--- src/rtl/rv32i_pkg.sv ---
// rv32i_pkg: shared RV32I opcodes, NOP encoding and immediate formats
package rv32i_pkg;
  localparam logic [6:0] OP_LUI    = 7'b0110111;
  localparam logic [6:0] OP_AUIPC  = 7'b0010111;
  localparam logic [6:0] OP_JAL    = 7'b1101111;
  localparam logic [6:0] OP_JALR   = 7'b1100111;
  localparam logic [6:0] OP_BRANCH = 7'b1100011;
  localparam logic [6:0] OP_LOAD   = 7'b0000011;
  localparam logic [6:0] OP_STORE  = 7'b0100011;
  localparam logic [6:0] OP_IMM    = 7'b0010011;
  localparam logic [6:0] OP_REG    = 7'b0110011;
  localparam logic [6:0] OP_FENCE  = 7'b0001111;
  localparam logic [6:0] OP_SYSTEM = 7'b1110011;
  localparam logic [31:0] NOP = 32'h0000_0013;
  typedef enum logic [2:0] {IMM_R, IMM_I, IMM_S, IMM_B, IMM_U, IMM_J} imm_fmt_e;
endpackage

--- src/rtl/rv32i_decoder.sv ---
// rv32i_decoder: combinational field split, immediate extraction and legality check
module rv32i_decoder
  import rv32i_pkg::*;
(
  input  logic [31:0] insn,
  output logic [6:0]  opcode,
  output logic [4:0]  rd,
  output logic [4:0]  rs1,
  output logic [4:0]  rs2,
  output logic [2:0]  funct3,
  output logic [6:0]  funct7,
  output logic [31:0] imm,
  output logic        legal,
  output logic        is_jal
);
  imm_fmt_e fmt;
  assign opcode = insn[6:0];
  assign rd     = insn[11:7];
  assign funct3 = insn[14:12];
  assign rs1    = insn[19:15];
  assign rs2    = insn[24:20];
  assign funct7 = insn[31:25];
  assign is_jal = opcode == OP_JAL;
  always_comb begin
    fmt   = IMM_R;
    legal = 1'b1;
    case (opcode)
      OP_LUI, OP_AUIPC:                               fmt = IMM_U;
      OP_JAL:                                         fmt = IMM_J;
      OP_JALR, OP_LOAD, OP_IMM, OP_FENCE, OP_SYSTEM:  fmt = IMM_I;
      OP_BRANCH:                                      fmt = IMM_B;
      OP_STORE:                                       fmt = IMM_S;
      OP_REG:                                         fmt = IMM_R;
      default:                                        legal = 1'b0;
    endcase
  end
  assign imm = fmt == IMM_I ? {{20{insn[31]}}, insn[31:20]} :
               fmt == IMM_S ? {{20{insn[31]}}, insn[31:25], insn[11:7]} :
               fmt == IMM_B ? {{19{insn[31]}}, insn[31], insn[7], insn[30:25], insn[11:8], 1'b0} :
               fmt == IMM_U ? {insn[31:12], 12'h000} :
               fmt == IMM_J ? {{11{insn[31]}}, insn[31], insn[19:12], insn[20], insn[30:21], 1'b0} :
                              32'h0;
endmodule

--- src/rtl/if_id_stage.sv ---
// if_id_stage: RV32I fetch/decode front end with local JAL resolution and sticky exception
module if_id_stage #(
  parameter logic [31:0] RESET_PC = 32'h0000_0000
) (
  input  logic        clk,
  input  logic        resetb,
  output logic        exception,
  output logic        imem_ready,
  input  logic [31:0] imem_rdata,
  output logic        imem_valid,
  output logic [31:0] imem_addr,
  output logic [31:0] id_pc,
  output logic [31:0] id_insn,
  output logic [6:0]  id_opcode,
  output logic [4:0]  id_rd,
  output logic [4:0]  id_rs1,
  output logic [4:0]  id_rs2,
  output logic [2:0]  id_funct3,
  output logic [6:0]  id_funct7,
  output logic [31:0] id_imm
);
  import rv32i_pkg::*;
  logic [31:0] if_pc;
  logic [31:0] target;
  logic        legal, is_jal, fault, redirect;
  assign imem_addr = if_pc;
  assign id_insn   = imem_valid ? imem_rdata : NOP;
  rv32i_decoder u_dec (
    .insn   (id_insn),
    .opcode (id_opcode),
    .rd     (id_rd),
    .rs1    (id_rs1),
    .rs2    (id_rs2),
    .funct3 (id_funct3),
    .funct7 (id_funct7),
    .imm    (id_imm),
    .legal  (legal),
    .is_jal (is_jal)
  );
  assign target   = id_pc + id_imm;
  assign fault    = imem_valid && (!legal || (is_jal && target[1:0] != 2'b00));
  assign redirect = imem_valid && is_jal && !fault;
  // if_pc only advances once a request has actually been issued, so RESET_PC is fetched first
  always_ff @(posedge clk) begin
    if (!resetb) begin
      if_pc      <= RESET_PC;
      id_pc      <= RESET_PC;
      imem_ready <= 1'b0;
      imem_valid <= 1'b0;
      exception  <= 1'b0;
    end else if (!exception) begin
      exception  <= fault;
      imem_ready <= !fault;
      imem_valid <= imem_ready && !redirect && !fault;
      if (!fault) begin
        id_pc <= if_pc;
        if (imem_ready) if_pc <= redirect ? target : if_pc + 32'd4;
      end
    end
  end
endmodule

--- config.mk ---
export PLATFORM = sky130hd
export DESIGN_NAME = if_id_stage
export DESIGN_NICKNAME = d
export VERILOG_FILES = /design/src/rtl/rv32i_pkg.sv /design/src/rtl/rv32i_decoder.sv /design/src/rtl/if_id_stage.sv
export SDC_FILE = /design/constraint.sdc
export NUM_CORES = 1
export LEC_CHECK = 0
export BUFFER_PORTS_ARGS = -buffer_cell sky130_fd_sc_hd__buf_4
export CAP_MARGIN = 20
export CORE_UTILIZATION = 40
export DETAILED_ROUTE_END_ITERATION = 10
export PLACE_DENSITY_LB_ADDON = 0.25
export SYNTH_ARGS = -nofsm -noshare
export SYNTH_HDL_FRONTEND = slang
export SYNTH_HIERARCHICAL = 1
export SYNTH_SLANG_ARGS = --single-unit
export TNS_END_PERCENT = 50
--- constraint.sdc ---
create_clock -name clk -period 9.35 [get_ports clk]
set_input_delay 0.4675 -clock clk [delete_from_list [all_inputs] [get_ports clk]]
set_output_delay 0.4675 -clock clk [all_outputs]
set_load 0.005 [all_outputs]
### Word-level counts from Yosys, hierarchy flattened

Index checks and enable logic that the tools add are counted.

| cells by class | value |
|---|---|
| add/subtract/negate cells | 2 |
| equality and inequality tests | 16 |
| muxes and demuxes | 10 |
| bitwise logic cells | 2 |
| reductions and logical operators | 16 |

Operator list:

| kind | count |
|---|---|
| $mux W32 | 7 |
| $add A32 B3 Y32 const B | 1 |
| $add A32 B32 Y32 | 1 |
| $eq A7 B7 Y1 const B | 4 |
| $eq A7 B6 Y1 const B | 3 |
| $pmux W3 S5 | 1 |
| $eq A7 B5 Y1 const B | 2 |
| $reduce_or A11 Y1 | 1 |
| $eq A7 B2 Y1 const B | 1 |
| $eq A7 B4 Y1 const B | 1 |
| $eq A3 B2 Y1 const B | 2 |
| $eq A3 B3 Y1 const B | 2 |
| $logic_and A1 B1 Y1 | 6 |
| $reduce_or A5 Y1 | 1 |
| $eq A3 B1 Y1 const B | 1 |
| $logic_not A1 Y1 | 3 |
| $reduce_and A3 Y1 | 1 |
| $mux W1 | 2 |
| $not A1 Y1 | 2 |
| $reduce_and A2 Y1 | 1 |
| $reduce_bool A2 Y1 | 1 |
| $reduce_or A2 Y1 | 1 |
| $logic_or A1 B1 Y1 | 1 |

| storage, ports and cells | value |
|---|---|
| bits in registers | 67 |
| output and inout bits | 163 |

### Longest topological paths before layout

Gate-level depths: netlist of the first run.

| logic depth | value |
|---|---|
| word-level depth | 20 |
| mapped depth | 19 |

### Hierarchy

Netlist of the first run, hierarchy kept.

By module, submodules not included:

| module | times used | cells an instance | area an instance (um^2) | seq. area each (um^2) |
|---|---|---|---|---|
| if_id_stage | 1 | 726 | 5,240.0 | 1,341.3 |
| rv32i_decoder | 1 | 116 | 835.8 | 0.0 |

### Worst setup path before layout of the first run

No wires, ideal clock.

| timing path | value |
|---|---|
| kind | reg2reg |
| start | reg imem_valid |
| end | reg if_pc[26], in the netlist imem_addr[26] |
| library setup time | 0.086 ns |
| arrival | 4.298 ns |
| required time | 9.264 ns |
| slack | 4.966 ns |
| cell stages (with the launch flop) | 18 |
| buffers on the path | 3 |
| clock period less this slack | 4.384 ns |
| cell sequence | dfxtp_1 clkbuf_1 clkbuf_1 and2_1 buf_2 and2b_1 a21oi_1 o21ai_0 a41o_1 ha_1 fa_1 a211oi_1 o21a_1 or3_4 a211o_1 a211o_1 mux2_4 a221oi_2 |

| on the way | value |
|---|---|
| elaborated cells between the ends (all ways) | 39 |
| classes of those cells | 1 x add/sub; 16 x eq/ne; 9 x mux; 1 x bitwise; 12 x reduce/logical |

RTL lines:

| element | RTL line | source |
|---|---|---|
| start, declared | if_id_stage.sv:10 | `output logic imem_valid,` |
| start signal, assigned | if_id_stage.sv:54 | `imem_valid <= imem_ready && !redirect && !fault;` |
| $mux W32 (*) | if_id_stage.sv:27 | `assign id_insn = imem_valid ? imem_rdata : NOP;` |
| via id_insn[2] | if_id_stage.sv:13 | `output logic [31:0] id_insn,` |
| $eq A7 B7 Y1 (tied with other cells) | rv32i_decoder.sv:27 | `case (opcode)` |
| $reduce_or A5 Y1 or $reduce_or A2 Y1 (tied branches) | rv32i_decoder.sv:27 |  |
| $pmux W3 S5 (*) | rv32i_decoder.sv:27 |  |
| $eq A3 B3 Y1 | rv32i_decoder.sv:40 | `fmt == IMM_U ? {insn[31:12], 12'h000} :` |
| $mux W32 | rv32i_decoder.sv:40 |  |
| $mux W32 | rv32i_decoder.sv:39 | `fmt == IMM_B ? {{19{insn[31]}}, insn[31], insn[7], insn[30:25], insn[11:8], 1'b0} :` |
| [... 2 more ...] | n/a |  |
| via id_imm[0] | if_id_stage.sv:20 | `output logic [31:0] id_imm` |
| $add A32 B32 Y32 (*) | if_id_stage.sv:40 | `assign target = id_pc + id_imm;` |
| $reduce_bool A2 Y1 | if_id_stage.sv:41 | `assign fault = imem_valid && (!legal \|\| (is_jal && target[1:0] != 2'b00));` |
| $logic_and A1 B1 Y1 | if_id_stage.sv:41 |  |
| $logic_or A1 B1 Y1 | if_id_stage.sv:41 |  |
| $logic_and A1 B1 Y1 | if_id_stage.sv:41 |  |
| $logic_not A1 Y1 | n/a |  |
| $logic_and A1 B1 Y1 | if_id_stage.sv:42 | `assign redirect = imem_valid && is_jal && !fault;` |
| $mux W32 | if_id_stage.sv:57 | `if (imem_ready) if_pc <= redirect ? target : if_pc + 32'd4;` |
| end signal, assigned | if_id_stage.sv:57 |  |
| end, declared | if_id_stage.sv:23 | `logic [31:0] if_pc;` |

The timed path passes the listed nets; every way through them passes the cells marked *.
A chain may end at the register's enable or synchronous reset.

### Worst setup path in the final report of the first run

| timing path | value |
|---|---|
| start | reg imem_valid |
| end | reg if_pc[10], in the netlist imem_addr[10] |

| on the way | value |
|---|---|
| cells in the longest elaborated chain, start to end | 18 |
| elaborated cells between the ends (all ways) | 39 |
| classes of those cells | 1 x add/sub; 16 x eq/ne; 9 x mux; 1 x bitwise; 12 x reduce/logical |

RTL lines:

| element | RTL line | source |
|---|---|---|
| $mux W32 | if_id_stage.sv:27 |  |
| $eq A7 B7 Y1 (tied with other cells) | rv32i_decoder.sv:27 |  |
| $reduce_or A5 Y1 or $reduce_or A2 Y1 (tied branches) | rv32i_decoder.sv:27 |  |
| $pmux W3 S5 | rv32i_decoder.sv:27 |  |
| $eq A3 B3 Y1 | rv32i_decoder.sv:41 | `fmt == IMM_J ? {{11{insn[31]}}, insn[31], insn[19:12], insn[20], insn[30:21], 1'b0} :` |
| $mux W32 | rv32i_decoder.sv:41 |  |
| $mux W32 | rv32i_decoder.sv:40 |  |
| $mux W32 | rv32i_decoder.sv:39 |  |
| [... 2 more ...] | n/a |  |
| $add A32 B32 Y32 | if_id_stage.sv:40 |  |
| $reduce_bool A2 Y1 | if_id_stage.sv:41 |  |
| $logic_and A1 B1 Y1 | if_id_stage.sv:41 |  |
| $logic_or A1 B1 Y1 | if_id_stage.sv:41 |  |
| $logic_and A1 B1 Y1 | if_id_stage.sv:41 |  |
| $logic_not A1 Y1 | n/a |  |
| $logic_and A1 B1 Y1 | if_id_stage.sv:42 |  |
| $mux W32 | if_id_stage.sv:57 |  |

Parallel ways exist; a longest one is shown, timed or not.

==> results of run 1 <==
[cell type report]
type                    count  area [µm²]
fillers                  1489        7040
repair buffers            202        1520
clock inverters             7        76.3
multi-input cells         674        4210
clock buffers               9         225
well taps                 184         230
flip-flops and latches     67        1340
inverters                  14        52.6
[cells by family after synthesis]
kind of cell,after synthesis,share of synthesized area [%]
simple gates,315,25.6
compound gates,300,32.8
buf+inv,101,8.57
flops,67,22.1
fa+ha+maj,33,6.92
xor+xnor,19,2.74
mux,7,1.26
[routing by layer]
metal / track usage (%) / share of wire [%] / up-vias
met5: 0 / 0 / -
met2: 43.7 / 44 / 316
met4: 9.83 / 2.8 / 0
li1: - / - / 3306
met3: 7.06 / 9.3 / 43
met1: 38.3 / 44 / 3164
[worst reg2reg max path, cell delays in order (launching register included)]
cell	delay, ns
dfxtp_1	0.31
buf_4	0.28
and2_1	0.50
and2b_1	0.29
a21oi_1	0.05
o21ai_0	0.45
a41o_1	0.27
ha_1	0.21
fa_1	0.44
o21a_1	0.18
o21ai_0	0.42
nand3_1	0.74
nor2_1	0.80
a311oi_1	0.10
a21oi_1	0.17
o311a_1	0.18
[flip-flops by register name (all words and copies together) (netlist names)]
register / cells
exception: 1
id_pc: 32
imem_addr: 32
imem_ready: 1
imem_valid: 1
[synthesized netlist by cell type (3+ instances only)]
master / n / share of area, %
clkbuf_1: 44 / 2.7
a211o_1: 3 / 0.43
and2_1: 40 / 4.1
a2111oi_0: 3 / 0.43
o21ai_0: 59 / 4.9
a21o_1: 37 / 4.6
nand2_1: 126 / 7.8
nor4b_1: 3 / 0.43
o221ai_1: 3 / 0.43
xnor2_1: 11 / 1.6
o221a_2: 3 / 0.56
nand4_1: 15 / 1.5
o21a_1: 10 / 1.2
a21boi_0: 24 / 3.0
nor4_1: 3 / 0.31
and4_1: 4 / 0.58
mux2i_1: 5 / 0.82
nor2_1: 41 / 2.5
inv_1: 13 / 0.80
o21bai_1: 7 / 0.86
nand2b_1: 6 / 0.62
dfxtp_1: 67 / 22
a211oi_1: 12 / 1.5
and3_1: 13 / 1.3
a31oi_1: 15 / 1.5
a21oi_1: 76 / 6.3
nand3_1: 32 / 2.6
a32o_1: 5 / 0.82
buf_4: 35 / 4.3
nor3_1: 14 / 1.2
o211ai_1: 9 / 1.1
o22ai_1: 6 / 0.62
nor2b_1: 5 / 0.51
buf_2: 8 / 0.66
xor2_1: 8 / 1.2
ha_1: 32 / 6.6
o31ai_1: 3 / 0.37
[power by group through the flow]
stage / registers [mW] / clock network [mW] / logic [mW]
floorplan: 0.300 / 0 / 0.120
global placement: 0.302 / 0 / 0.199
detailed placement: 0.302 / 0 / 0.200
CTS: 0.295 / 0.356 / 0.200
global route: 0.296 / 0.368 / 0.217
finish: 0.296 / 0.352 / 0.202
[worst paths after layout]
kind / start / endpoint / slack [ns] / cells after the start
hold / removal: id_pc[23]$_SDFFE_PN0P_ / id_pc[23]$_SDFFE_PN0P_ / 0.48 / 2
setup reg to reg: imem_valid$_SDFFE_PN0N_ / imem_addr[10]$_SDFFE_PN0P_ / 3.91 / 15
setup / recovery: imem_valid$_SDFFE_PN0N_ / imem_addr[10]$_SDFFE_PN0P_ / 3.91 / 15
hold reg to reg: id_pc[23]$_SDFFE_PN0P_ / id_pc[23]$_SDFFE_PN0P_ / 0.48 / 2
[stage by stage]
stage	std cells	hold WS, ns	instance area, µm²	setup slack (ns)	total power [mW]
2_1_floorplan	842	0.466	6080	4.97	0.420
3_3_place_gp	1141	0.470	7350	4.03	0.501
3_5_place_dp	1141	0.471	7350	3.99	0.501
4_1_cts	1157	0.480	7660	3.93	0.852
5_1_grt	1157	0.515	7660	3.25	0.881
6_report	1157	0.478	7660	3.91	0.850
==> results.ini, run 1 <==
[floorplanning]
start_util_pct = 41.3
die_area_um2 = 15700
num_io_pins = 197
die_w_um = 125
die_h_um = 125
core_area_um2 = 14700
rows = 44

[pwr]
pwr-share-comb_pct = 23.7
p_per_area_nw_per_um2 = 111
pwr-share-seq_pct = 34.8
pwr-share-clk_pct = 41.5
swShare_pct = 31.9
p_leak_nw = 3.46
p_sw_mw = 0.271
internal_power_mw = 0.578
ir_drop_mv = 0.0878

[placement]
gp_congestion = 0.941
portBuffers = 196
post-dp-hpwl_mm = 17.2

[logic_synthesis]
syn_avg_cell_area_um2 = 7.22
ys_ff_latch = 67
synth_nets = 909
yosysUniqueCellTypes = 71
syn_inst = 842
yosysWarnings = 6
synthFlopType = dfxtp_1
syn-cell-area_um2 = 6080
synth-async-reset-ratio_pct = 0
synth_edf_count = 0
yosysSeqAreaShare_pct = 22.1

[finish]
num_antenna_cells = 0
mostFrequentLayoutCell = buf_4
drive_above_1_share_pct = 24.2
utilization_pct = 52.1
fin_nets = 1035
final_cell_mix = buf_4 (202), nand2_1 (126), a21oi_1 (76)
areaGrowthSynthToFinish_pct = 26.0

[timing]
drv_slew = 0
clock.fmax_ghz = 0.184
fin_worst_skew_ns = 0.00679
finalSetupTns_ns = 0
fin_crit_sh_pct = 58.2
slew_headroom_pct = 22.7
fin_crit_ns = 5.44
hold_viol = 0
finalSetupViolCount = 0
rsz0062_at_grt = false
tightest_slew_ns = 1.15

[worst_setup_path]
crit_path_end_kind = flop
start_kind = flop
worstPathCellList = buf_4 > and2_1 > and2b_1 > a21oi_1 > o21ai_0 > a41o_1 > ha_1 > fa_1 > o21a_1 > o21ai_0 > nand3_1 > nor2_1 > a311oi_1 > a21oi_1 > o311a_1
crit_family = simple AND/OR/NAND/NOR gates
crit_slowest_cell = nor2_1
path_class = reg -> reg
path_buf_inv = 1
critPathArrivalTime_ns = 5.72
cp.required_ns = 9.64
slowest_delay_ns = 0.80
cp_max_fo = 38

[drt]
vias = 6829
first_pass_iters = 8
route.detailed.drc = 23
drt-initial-drc-count = 662
totalWireLength_mm = 22.7
antenna_left = 0
drt-vias-per-instance = 5.90
wl_per_cell_um = 19.6

[clock_tree]
cts_hold_buf = 0
cts_resized = 0
cts_root_buf = clkbuf_16
h-tree-depth = 3
cts.clk_slew.worst_paths_ns = 0.06
clock_path_buffers = 2
clock_latency_ns = 0.34
cts_sinks = 67
cts_tree = yes
post-cts-setup-buffer-count = 0
numCtsBuffers = 9

[worst_hold_path]
hp-class = reg -> reg

[grt]
grt_pass1_vias = 6162
grt_pass1_wl_mm = 34.8
grt_max_degree = 58
grt-ovfl-total = 0
antenna_found_initial = 0
grt_use_total_pct = 28.3

[job]
drv_cap = 0

[status]
status = finished with violations
failed_checks = design-rule violations

No activity file was read; power rests on OpenSTA's default activity.
==> run 2: changes to the inputs <==
clock period = 4.9 ns   (was 9.35 ns; I/O delays follow)
==> results.ini, run 2 (same netlist as run 1, synthesis figures left out) <==
[status]
status = finished with violations
failed_checks = design-rule violations

[clock_tree]
cts_root_buf = clkbuf_16
cts_tree = yes
clock_latency_ns = 0.35  ; about the same
cts.clk_slew.worst_paths_ns = 0.06  ; about the same
post-cts-setup-buffer-count = 0  ; unchanged
h-tree-depth = 3  ; unchanged
numCtsBuffers = 9  ; unchanged
cts_sinks = 67  ; unchanged
clock_path_buffers = 2  ; unchanged

[finish]
num_antenna_cells = 0  ; unchanged
mostFrequentLayoutCell = buf_4
fin_nets = 1046  ; +1.1%
utilization_pct = 52.7  ; +0.60 points
final_cell_mix = buf_4 (213), nand2_1 (126), a21oi_1 (76)
areaGrowthSynthToFinish_pct = 27.5
drive_above_1_share_pct = 25.2  ; +1.1 points

[worst_setup_path]
start_kind = flop
setup.worst_path.end = imem_addr[31]$_SDFFE_PN0P_
crit_path_end_kind = flop
reg2reg_to = imem_addr[31]$_SDFFE_PN0P_
path_buf_inv = 0  ; -1
ff2ff_path_depth = 14  ; -1
slowest_delay_ns = 0.51  ; -0.29 ns
critPathArrivalTime_ns = 4.91  ; -0.81 ns
cp.required_ns = 5.17  ; -4.47 ns
path_class = reg -> reg
path_common_cell = o21ai_0
crit_slowest_cell = and3_1
critPathLaunch = imem_valid$_SDFFE_PN0N_
r2r_slack_ns = 0.26  ; -3.65 ns
worstPathCellList = nand2b_1 > and2b_1 > a21oi_1 > o21ai_0 > a41o_1 > ha_1 > fa_1 > o21a_1 > o21ai_0 > and3_1 > o21ai_0 > a211oi_1 > o21ai_0 > mux2i_1
crit_family = compound AO/OA/AOI/OAI gates
cp_max_fo = 11  ; -71%
rr_startpoint = imem_valid$_SDFFE_PN0N_
worstSetupPathDepth = 14  ; -1

[timing]
slew_headroom_pct = 32.8  ; +10 points
drv_slew = 0  ; unchanged
hold_viol = 0  ; unchanged
tightest_slew_ns = 0.998  ; -0.151 ns
finalSetupViolCount = 0  ; unchanged
whs_ns = 0.436  ; -0.0428 ns
fin_worst_skew_ns = 0.0108  ; +0.00397 ns
clock.fmax_ghz = 0.216  ; +17%
fin_crit_ns = 4.64  ; -0.801 ns
fin_crit_sh_pct = 94.6  ; +36 points

[drt]
first_pass_iters = 9  ; +1
antenna_left = 0  ; unchanged
drt-initial-drc-count = 770  ; +16%
totalWireLength_mm = 22.9  ; +0.89%
vias = 6956  ; +1.9%
wl_per_cell_um = 19.6  ; about the same
route.detailed.drc = 23  ; unchanged
drt-vias-per-instance = 5.96  ; +0.90%

[worst_hold_path]
hold_depth = 2  ; unchanged
hp-class = in -> reg

[pwr]
p_sw_mw = 0.522  ; +93%
pwr-share-comb_pct = 24.2  ; +0.5 points
pwr-share-seq_pct = 34.7  ; about the same
ir_drop_mv = 0.134  ; +53%
p_per_area_nw_per_um2 = 210  ; +90%
pwr-share-clk_pct = 41.1  ; -0.4 points
internal_power_mw = 1.11  ; +92%
swShare_pct = 32.0  ; +0.11 points
p_leak_nw = 3.51  ; +1.5%

[grt]
grt_use_total_pct = 28.7  ; +0.40 points
grt_max_degree = 58  ; unchanged
antenna_found_initial = 0  ; unchanged
grt_pass1_wl_mm = 35.1  ; +0.91%
grt-ovfl-total = 0  ; unchanged
grt_pass1_vias = 6242  ; +1.3%

[floorplanning]
die_w_um = 125  ; unchanged
start_util_pct = 41.3  ; unchanged
die_h_um = 125  ; unchanged
core_area_um2 = 14700  ; unchanged
num_io_pins = 197  ; unchanged
rows = 44  ; unchanged
die_area_um2 = 15700  ; unchanged

[placement]
portBuffers = 196  ; unchanged
gp_congestion = 0.965  ; +2.5%
post-dp-hpwl_mm = 17.6  ; +2.4%

[job]
drv_cap = 0  ; unchanged

-- run 2: worst reg2reg max path: stages, from the launching register on --
cell	delay (ns)
dfxtp_1	0.44
nand2b_1	0.30
and2b_1	0.39
a21oi_1	0.06
o21ai_0	0.44
a41o_1	0.27
ha_1	0.21
fa_1	0.45
o21a_1	0.18
o21ai_0	0.49
and3_1	0.51
o21ai_0	0.19
a211oi_1	0.32
o21ai_0	0.15
mux2i_1	0.16
-- run 2: worst min-delay path by stage --
stage                            from                    endpoint  slack (ns)
3_5_place_dp   id_pc[18]$_SDFFE_PN0P_      id_pc[18]$_SDFFE_PN0P_        0.47
5_1_grt                        resetb      id_pc[29]$_SDFFE_PN0P_        0.45
4_1_cts                        resetb  imem_addr[13]$_SDFFE_PN0P_        0.42
3_3_place_gp   id_pc[21]$_SDFFE_PN0P_      id_pc[21]$_SDFFE_PN0P_        0.47
6_report                       resetb  imem_addr[17]$_SDFFE_PN0P_        0.44
2_1_floorplan                  resetb  imem_addr[26]$_SDFFE_PN0P_        0.45
-- run 2: stage by stage --
stage	instance area [µm²]	setup WS [ns]	total power [mW]	TNS, ns	instances
4_1_cts	7730	0.236	1.63	0	1168
3_3_place_gp	7440	0.352	0.963	0	1152
6_report	7740	0.264	1.63	0	1168
2_1_floorplan	6080	0.516	0.802	0	842
3_5_place_dp	7440	0.284	0.963	0	1152
5_1_grt	7740	-0.0128	1.69	-0.0128	1168
-- run 2: area by class of cell --
class | instances | area, µm²
clock buffer | 10 | 229
clock inverter | 6 | 66.3
fill | 1469 | 6950
inverter | 14 | 52.6
multi-input combinational | 674 | 4230
sequential | 67 | 1340
tap | 184 | 230
timing repair buffer | 213 | 1600
-- run 2: power groups by stage --
stage               logic, mW  clock network [mW]  registers, mW
floorplan               0.229                   0          0.572
global placement        0.387                   0          0.577
detailed placement      0.386                   0          0.577
CTS                     0.389               0.675          0.565
global route            0.422               0.705          0.566
finish                  0.395               0.670          0.565
-- run 2: metal layers --
layer | vias up | GRT usage, % | wire (µm) | share of wire (%)
met5 | - | 0 | 0 | 0
met4 | 0 | 10.7 | 675 | 2.9
met3 | 43 | 6.29 | 2160 | 9.4
met2 | 348 | 43.9 | 9940 | 43
met1 | 3232 | 39.5 | 10100 | 44
li1 | 3333 | - | - | -
-- run 2: what timing repair did --
action	in CTS	in global routing
hold buffers	0	0
gates resized for setup	0	4
setup endpoints to repair	0	1
